==> src/rtl/fwd_hazard_ctrl_pkg.sv <==
// Shared encodings and defaults for the EX-stage forwarding / hazard controller.
// Select encoding: 00 regfile, 01 write-back, 10 MEM stage; 11 never driven.
package fwd_hazard_ctrl_pkg;

  localparam int REG_AW_DEF = 5;

  typedef logic [1:0] fwd_sel_t;

  localparam fwd_sel_t FWD_REGFILE = 2'b00;
  localparam fwd_sel_t FWD_WB      = 2'b01;
  localparam fwd_sel_t FWD_MEM     = 2'b10;

endpackage

==> src/rtl/fwd_hazard_ctrl_fwd_sel_unit.sv <==
// Operand forwarding select for one EX source register.
// Latency: purely combinational. Backpressure: none.
// Output is FWD_REGFILE when disabled or when the source is $0.
module fwd_sel_unit
  import fwd_hazard_ctrl_pkg::*;
#(
  parameter int REG_AW = REG_AW_DEF
) (
  input  logic [REG_AW-1:0] src_i,
  input  logic              src_en_i,
  input  logic              exmem_vld_i,
  input  logic              exmem_regwrite_i,
  input  logic [REG_AW-1:0] exmem_rd_i,
  input  logic              memwb_vld_i,
  input  logic              memwb_regwrite_i,
  input  logic [REG_AW-1:0] memwb_rd_i,
  output fwd_sel_t          sel_o
);

  always_comb begin
    sel_o = FWD_REGFILE;
    if (src_en_i && (src_i != '0)) begin
      // EX/MEM holds the younger producer, so it must win over MEM/WB
      if (exmem_vld_i && exmem_regwrite_i && (exmem_rd_i == src_i)) begin
        sel_o = FWD_MEM;
      end else if (memwb_vld_i && memwb_regwrite_i && (memwb_rd_i == src_i)) begin
        sel_o = FWD_WB;
      end
    end
  end

endmodule

==> src/rtl/fwd_hazard_ctrl.sv <==
// Forwarding select, load-use stall and flush/freeze tracking for a 5-stage pipeline.
// Latency: selects/stall combinational from tracked state; state advances each edge unless frozen.
// Backpressure: freeze holds every entry; stall_id holds ID for one cycle. FWD_HAZARD_PERF_EN adds stall_cnt.
module fwd_hazard_ctrl
  import fwd_hazard_ctrl_pkg::*;
#(
  parameter int REG_AW = REG_AW_DEF
`ifdef FWD_HAZARD_PERF_EN
  , parameter int CNT_W = 16
`endif
) (
  input  logic              clk,
  input  logic              rst_n,
  input  logic              id_valid,
  input  logic [REG_AW-1:0] id_rs,
  input  logic [REG_AW-1:0] id_rt,
  input  logic              id_uses_rt,
  input  logic [REG_AW-1:0] id_rd,
  input  logic              id_regwrite,
  input  logic              id_memread,
  input  logic              flush,
  input  logic              freeze,
  output fwd_sel_t          fwd_a_sel,
  output fwd_sel_t          fwd_b_sel,
  output logic              stall_id,
  output logic              wb_we,
  output logic [REG_AW-1:0] wb_rd
`ifdef FWD_HAZARD_PERF_EN
  , output logic [CNT_W-1:0] stall_cnt
`endif
);

  typedef struct packed {
    logic              vld;
    logic [REG_AW-1:0] rs;
    logic [REG_AW-1:0] rt;
    logic              uses_rt;
    logic [REG_AW-1:0] rd;
    logic              regwrite;
    logic              memread;
  } idex_t;

  typedef struct packed {
    logic              vld;
    logic [REG_AW-1:0] rd;
    logic              regwrite;
  } wbent_t;

  idex_t  idex_q, idex_d;
  wbent_t exmem_q, memwb_q;
  logic   luh;

  assign luh = idex_q.vld && idex_q.memread && (idex_q.rd != '0) && id_valid &&
               ((idex_q.rd == id_rs) || (id_uses_rt && (idex_q.rd == id_rt)));

  // A flushed instruction is dead, so stalling on its operands would only waste a cycle
  assign stall_id = luh && !flush;

  always_comb begin
    idex_d = '0;
    if (id_valid && !flush && !stall_id) begin
      idex_d.vld      = 1'b1;
      idex_d.rs       = id_rs;
      idex_d.rt       = id_rt;
      idex_d.uses_rt  = id_uses_rt;
      idex_d.rd       = id_rd;
      idex_d.regwrite = id_regwrite;
      idex_d.memread  = id_memread;
    end
  end

  always_ff @(posedge clk or negedge rst_n) begin
    if (!rst_n) begin
      idex_q  <= '0;
      exmem_q <= '0;
      memwb_q <= '0;
    end else if (!freeze) begin
      idex_q           <= idex_d;
      exmem_q.vld      <= idex_q.vld;
      exmem_q.rd       <= idex_q.rd;
      exmem_q.regwrite <= idex_q.regwrite;
      memwb_q          <= exmem_q;
    end
  end

  fwd_sel_unit #(.REG_AW(REG_AW)) u_fwd_a (
    .src_i            (idex_q.rs),
    .src_en_i         (idex_q.vld),
    .exmem_vld_i      (exmem_q.vld),
    .exmem_regwrite_i (exmem_q.regwrite),
    .exmem_rd_i       (exmem_q.rd),
    .memwb_vld_i      (memwb_q.vld),
    .memwb_regwrite_i (memwb_q.regwrite),
    .memwb_rd_i       (memwb_q.rd),
    .sel_o            (fwd_a_sel)
  );

  fwd_sel_unit #(.REG_AW(REG_AW)) u_fwd_b (
    .src_i            (idex_q.rt),
    .src_en_i         (idex_q.vld && idex_q.uses_rt),
    .exmem_vld_i      (exmem_q.vld),
    .exmem_regwrite_i (exmem_q.regwrite),
    .exmem_rd_i       (exmem_q.rd),
    .memwb_vld_i      (memwb_q.vld),
    .memwb_regwrite_i (memwb_q.regwrite),
    .memwb_rd_i       (memwb_q.rd),
    .sel_o            (fwd_b_sel)
  );

  assign wb_we = memwb_q.vld && memwb_q.regwrite;
  assign wb_rd = memwb_q.rd;

`ifdef FWD_HAZARD_PERF_EN
  logic [CNT_W-1:0] stall_cnt_q;

  always_ff @(posedge clk or negedge rst_n) begin
    if (!rst_n) begin
      stall_cnt_q <= '0;
    end else if (stall_id && !freeze && (stall_cnt_q != '1)) begin
      stall_cnt_q <= stall_cnt_q + CNT_W'(1);
    end
  end

  assign stall_cnt = stall_cnt_q;
`endif

endmodule

==> config.mk <==
export PLATFORM = sky130hd
export DESIGN_NAME = fwd_hazard_ctrl
export DESIGN_NICKNAME = d
export VERILOG_FILES = /design/src/rtl/fwd_hazard_ctrl_pkg.sv /design/src/rtl/fwd_hazard_ctrl_fwd_sel_unit.sv /design/src/rtl/fwd_hazard_ctrl.sv
export SDC_FILE = /design/constraint.sdc
export NUM_CORES = 1
export LEC_CHECK = 0
export CORE_ASPECT_RATIO = 0.5
export CORE_UTILIZATION = 47
export CTS_CLUSTER_SIZE = 28
export DETAILED_ROUTE_END_ITERATION = 10
export GPL_ROUTABILITY_DRIVEN = 0
export MAX_ROUTING_LAYER = met4
export PLACE_DENSITY = 0.8
export SLEW_MARGIN = 20
export SYNTH_ARGS = -nofsm -noshare
export SYNTH_HDL_FRONTEND = slang
export SYNTH_SLANG_ARGS = --single-unit
==> constraint.sdc <==
create_clock -name clk -period 2 [get_ports clk]
set_input_delay 0.6 -clock clk [delete_from_list [all_inputs] [get_ports clk]]
set_output_delay 0.6 -clock clk [all_outputs]
set_load 0.005 [all_outputs]
; After elaboration in Yosys (flattened, before gate mapping)
; Cells that the tools add are included.
[word_totals]
in_bits = 23
regBits = 33
[classes]
mux = 7
reduce_logical = 23
n_eq_ne = 6
[op_table]
columns = operator, count
row1 = $eq 5x5->1, 6
row2 = $mux 19, 1
row3 = $logic_and 1x1->1, 17
row4 = $reduce_bool 5->1, 3
row5 = $mux 2, 4
row6 = $logic_not 1->1, 2
row7 = $mux 1, 2
row8 = $logic_or 1x1->1, 1

; Depth between registers and ports, before layout
; Gate-level depths: netlist (run 1).
[depth]
word_depth = 8
depth_mapped = 6
mapped_depth_nobuf = 4

; By module
; Synthesis (run 1) repeated with hierarchy kept, for this count alone.
[hier_totals]
hier_cells = 181
hier_area_um2 = 1869.3
[modules_own_cells]
columns = module, area_each_um2, cells_each, seq_area_each_um2, n_inst
row1 = fwd_hazard_ctrl, 1584.0, 143, 825.8, 1
row2 = fwd_sel_unit, 142.6, 19, 0.0, 2

; Least setup slack after synthesis (run 1)
; Ideal clock, no wire load.
[synth_path]
kind = in2out
start = input id_rs[4]
end = output stall_id
arrival_ps = 1441
n_path_buf = 1
stages = 5
path_slack_ps = -41
cell_sequence = xnor2_1 > nand3_1 > o22ai_1 > clkbuf_1 > nor2b_1
[synth_via]
elab_chain_cells = 4
[synth_lines]
columns = item, line
row1 = start: declaration, fwd_hazard_ctrl.sv:15  ; input logic [REG_AW-1:0] id_rs,
row2 = $eq 5x5->1, fwd_hazard_ctrl.sv:54  ; ((idex_q.rd == id_rs) || (id_uses_rt && (idex_q.rd == id_rt)));
row3 = $logic_or 1x1->1, fwd_hazard_ctrl.sv:54
row4 = $logic_and 1x1->1, fwd_hazard_ctrl.sv:53  ; assign luh = idex_q.vld && idex_q.memread && (idex_q.rd != '0) && id_valid &&
row5 = $logic_and 1x1->1, fwd_hazard_ctrl.sv:57  ; assign stall_id = luh && !flush;
row6 = end: declaration, fwd_hazard_ctrl.sv:25  ; output logic stall_id,
; No other way between the ends.

; Final worst setup path (run 1)
[layout_path]
start = register idex_q[12] (netlist bit)
end = output fwd_b_sel[1]
[layout_via]
elab_chain_cells = 4
elab_cells_between_ends = 6
classes_between = 1 x eq/ne / 2 x mux / 3 x reduce/logical
[layout_lines]
columns = item, line
row1 = start: declaration, fwd_hazard_ctrl.sv:49  ; idex_t idex_q, idex_d;
row2 = start signal: assignment, fwd_hazard_ctrl.sv:78  ; idex_q <= idex_d;
row3 = $eq 5x5->1, fwd_hazard_ctrl_fwd_sel_unit.sv:24  ; if (exmem_vld_i && exmem_regwrite_i && (exmem_rd_i == src_i)) begin
row4 = $logic_and 1x1->1, fwd_hazard_ctrl_fwd_sel_unit.sv:24
row5 = $mux 2, fwd_hazard_ctrl_fwd_sel_unit.sv:24
row6 = $mux 2 (*), fwd_hazard_ctrl_fwd_sel_unit.sv:22  ; if (src_en_i && (src_i != '0)) begin
row7 = end: declaration, fwd_hazard_ctrl.sv:24  ; output fwd_sel_t fwd_b_sel,
; Every way passes the cells marked *; elsewhere a longest branch is shown, timed or not.

==> impl_metrics.csv, run 1 <==
group,metric,value,unit
placed_design,hpwl,3570,µm
route,antenna_left,0,
status,violations,"setup timing",
clock_network,cts.sinks,33,
global_routing,antenna_found_initial,0,
layout,n_antenna_cell,0,
die,fp.coreArea,3570,µm²
worst_hold_path,whs_path_depth,1,
worst_setup_path,r2r-end,"idex_q[10]$_DFFE_PN0N_",
sta,fmax,0.414,GHz
synth,yosys.cell_count.top_type,"dfrtp_1",
sta,setup_ws,-0.413,ns
synth,async_flop_share,100,%
sta,hold-worst-slack,0.505,ns
job,cap_violations,0,
placed_design,dpl_cell_area,2520,µm²
clock_network,cts_root_buf,"clkbuf_8",
synth,syn_inst,174,
power,ir_worst_vdd,0.419,mV
worst_setup_path,crit_chain,"or4_1, o211ai_1, buf_4, nor4_2, buf_2",
clock_network,clockBufferDepth,2,
sta,rsz0062_at_grt,"true",
synth,synth_common_cells,"dfrtp_1, nand2_1, o21ai_1, xnor2_1, a32oi_1",
die,die_x,89.9,µm
clock_network,cts_hold_buf,0,
synth,synth-edff-count,0,
worst_setup_path,worstPathMaxFanout,3,
worst_setup_path,reg2reg_depth,6,
status,outcome,"finished with violations",
synth,synth_nets,197,
synth,synth_cell_types,23,
worst_setup_path,worstSetupEndpoint,"fwd_b_sel[1]",
layout,n_fill_cell,206,
worst_setup_path,cp-start-kind,"register",
worst_setup_path,crit_slowest_cell,"or4_1",
power,power_density,725,nW/µm²
layout,multi_input_area,1040,µm²
die,ioPinCount,34,
power,intPower,1370,µW
worst_setup_path,crit_path_end_kind,"primary output",
global_routing,grt_max_degree,34,
worst_hold_path,hp-class,"reg -> reg",
die,design.die.area,4130,µm²
worst_setup_path,crit_start,"idex_q[12]$_DFFE_PN0N_",
synth,ys_seq_elements,33,
worst_setup_path,path_class,"reg -> out",
power,seqPwrFrac,42.1,%
route,wl_per_cell,19.2,µm
synth,netlist_area,1810,µm²
layout,final_cell_area,2800,µm²
placed_design,io_buffers,33,
power,p_leak,0.00124,µW
clock_network,cts_max_level,2,
clock_network,cts_tree,"built",
sta,finalCritPeriodShare,121,%
synth,yosys-top-cells-area,"dfrtp_1, xnor2_1, a32oi_1",
layout,nNetsFinal,287,
die,die_y,45.9,µm
die,rows,15,
power,pwr-share-comb,32.3,%
clock_network,cts_inserted_buffers,5,
layout,drive_above_1_share,40.4,%
route,num_vias,1853,
sta,final_max_slew_viol_count,0,
power,p_sw_share,32.7,%
layout,layout-area-overhead-vs-synth,54.5,%
global_routing,overflow,0,
worst_setup_path,r2r-start,"idex_q[4]$_DFFE_PN0N_",
global_routing,grt_pass1_vias,1794,
worst_setup_path,required,1.40,ns
worst_setup_path,max_stage_delay,0.51,ns
power,p_sw,664,µW
synth,yosysTopAreaCellShare,45.5,%
sta,hold_violations,0,
synth,seq_area_frac_synth,45.5,%
route,vias_per_cell,5.86,
sta,min_period,2.41,ns
sta,final-setup-viol-count,5,
clock_network,clk_pin_slew,0.07,ns
synth,ys_warn_count,0,
synth,synth_largest_area_cell,"dfrtp_1",
die,initial_core_util,50.9,%
worst_setup_path,arrival,1.81,ns
layout,seqCellArea,831,µm²
global_routing,grt_pass1_wl,8940,µm
sta,worst_pin_slew,0.444,ns
route,wl,6060,µm
sta,clock_skew,0.00870,ns
power,power_frac_clock,25.6,%
synth,synth_area_per_cell,10.4,µm²
route,firstDrtPassIters,4,
synth,synth_ff_type,"dfrtp_1",
worst_setup_path,ff2ff_setup_slack,0.09,ns
global_routing,grt.total_usage,30.8,%
route,drt_iter0_markers,139,
clock_network,insertion_delay,0.30,ns
route,drc,0,
sta,slew-limit-headroom,70.4,%
power groups by stage:
stage | logic, µW | registers, µW | clock network (µW)
global placement | 512 | 851 | 0
detailed placement | 530 | 857 | 0
floorplan | 241 | 839 | 0
finish | 657 | 855 | 520
global route | 695 | 863 | 544
CTS | 588 | 842 | 505
state kept, by name, summed over array words and instances (netlist names):
name and flops:
exmem_q 7, memwb_q 2, wb_rd 5, idex_q 19
critical path: cells and delay by family (launching register included):
kind	cells	cell delay (ns)
buf+inv	2	0.31
compound gates	1	0.21
flops	1	0.44
simple gates	2	0.56
kinds of logic (layout without fill, tap and decap cells):
kind of cell	count (synthesis)	in the layout	share of synthesized area, %
xor+xnor	30	30	14.5
flops	33	33	45.5
buf+inv	13	104	3.79
simple gates	42	42	11.3
mux	14	14	8.69
compound gates	42	42	16.2
placed cells by master (no fill, tap or decap), types with 3 or more instances in the layout:
cell / n
xnor2_2: 5
o21ai_1: 19
nand2_1: 21
nor4_2: 3
buf_2: 5
buf_4: 59
nand4_1: 3
dlygate4sd2_1: 10
mux2_1: 4
mux2_2: 10
nand3_1: 3
clkbuf_8: 5
dfrtp_2: 4
xnor2_1: 15
dfrtp_1: 29
clkdlybuf4s50_1: 18
a32oi_1: 18
xor2_1: 10
per-stage QoR:
step	setup slack, ns	utilization (%)	setup TNS (ns)	total power (µW)	cells
CTS	-0.387	75.9	-1.65	1940	313
floorplan	0.0350	-	0	1080	174
global placement	-0.886	70.7	-3.41	1360	296
detailed placement	-0.870	70.7	-3.75	1390	296
global route	-0.468	78.6	-1.96	2100	316
finish	-0.413	78.6	-1.73	2030	316
how the worst min path moves through the flow:
stage	slack, ns	from	end
floorplan	0.30	rst_n	exmem_q[0]$_DFFE_PN0N_
global placement	0.48	memwb_q[6]$_DFFE_PN0N_	memwb_q[6]$_DFFE_PN0N_
detailed placement	0.49	memwb_q[6]$_DFFE_PN0N_	memwb_q[6]$_DFFE_PN0N_
CTS	0.51	memwb_q[6]$_DFFE_PN0N_	memwb_q[6]$_DFFE_PN0N_
global route	0.52	memwb_q[0]$_DFFE_PN0N_	memwb_q[0]$_DFFE_PN0N_
finish	0.51	memwb_q[6]$_DFFE_PN0N_	memwb_q[6]$_DFFE_PN0N_
layout make-up:
| cell class | count | share of cell area [%] |
|---|---|---|
| inverter | 1 | 0.134 |
| sequential | 33 | 29.6 |
| timing repair buffer | 95 | 27.8 |
| tap | 51 | 2.28 |
| clock inverter | 3 | 0.625 |
| multi-input combinational | 128 | 37.1 |
| clock buffer | 5 | 2.46 |
routing by layer:
metal	vias up	GRT usage, %	share of wire (%)
met5	-	-	0
met4	0	11.9	1.8
met3	12	7.67	7.4
met2	95	52.8	48
met1	917	36.4	43
li1	829	-	-
what timing repair did:
action	4_1_cts	5_1_grt
pin swaps	16	8
setup endpoints to repair	5	5
buffers inserted	9	3
gates resized for setup	43	13
Power figures use the tool's default switching activity.
==> run 2, diff against run 1 <==
--- a/config.mk
+++ b/config.mk
@@ -7,6 +7,7 @@
 export LEC_CHECK = 0
 export CORE_ASPECT_RATIO = 0.5
 export CORE_UTILIZATION = 47
+export CTS_BUF_LIST = sky130_fd_sc_hd__clkbuf_4 sky130_fd_sc_hd__clkbuf_8 sky130_fd_sc_hd__clkbuf_16
 export CTS_CLUSTER_SIZE = 28
 export DETAILED_ROUTE_END_ITERATION = 10
 export GPL_ROUTABILITY_DRIVEN = 0
==> results of run 2 <==
Final layout, timing and power as in run 1 (identical DEF).
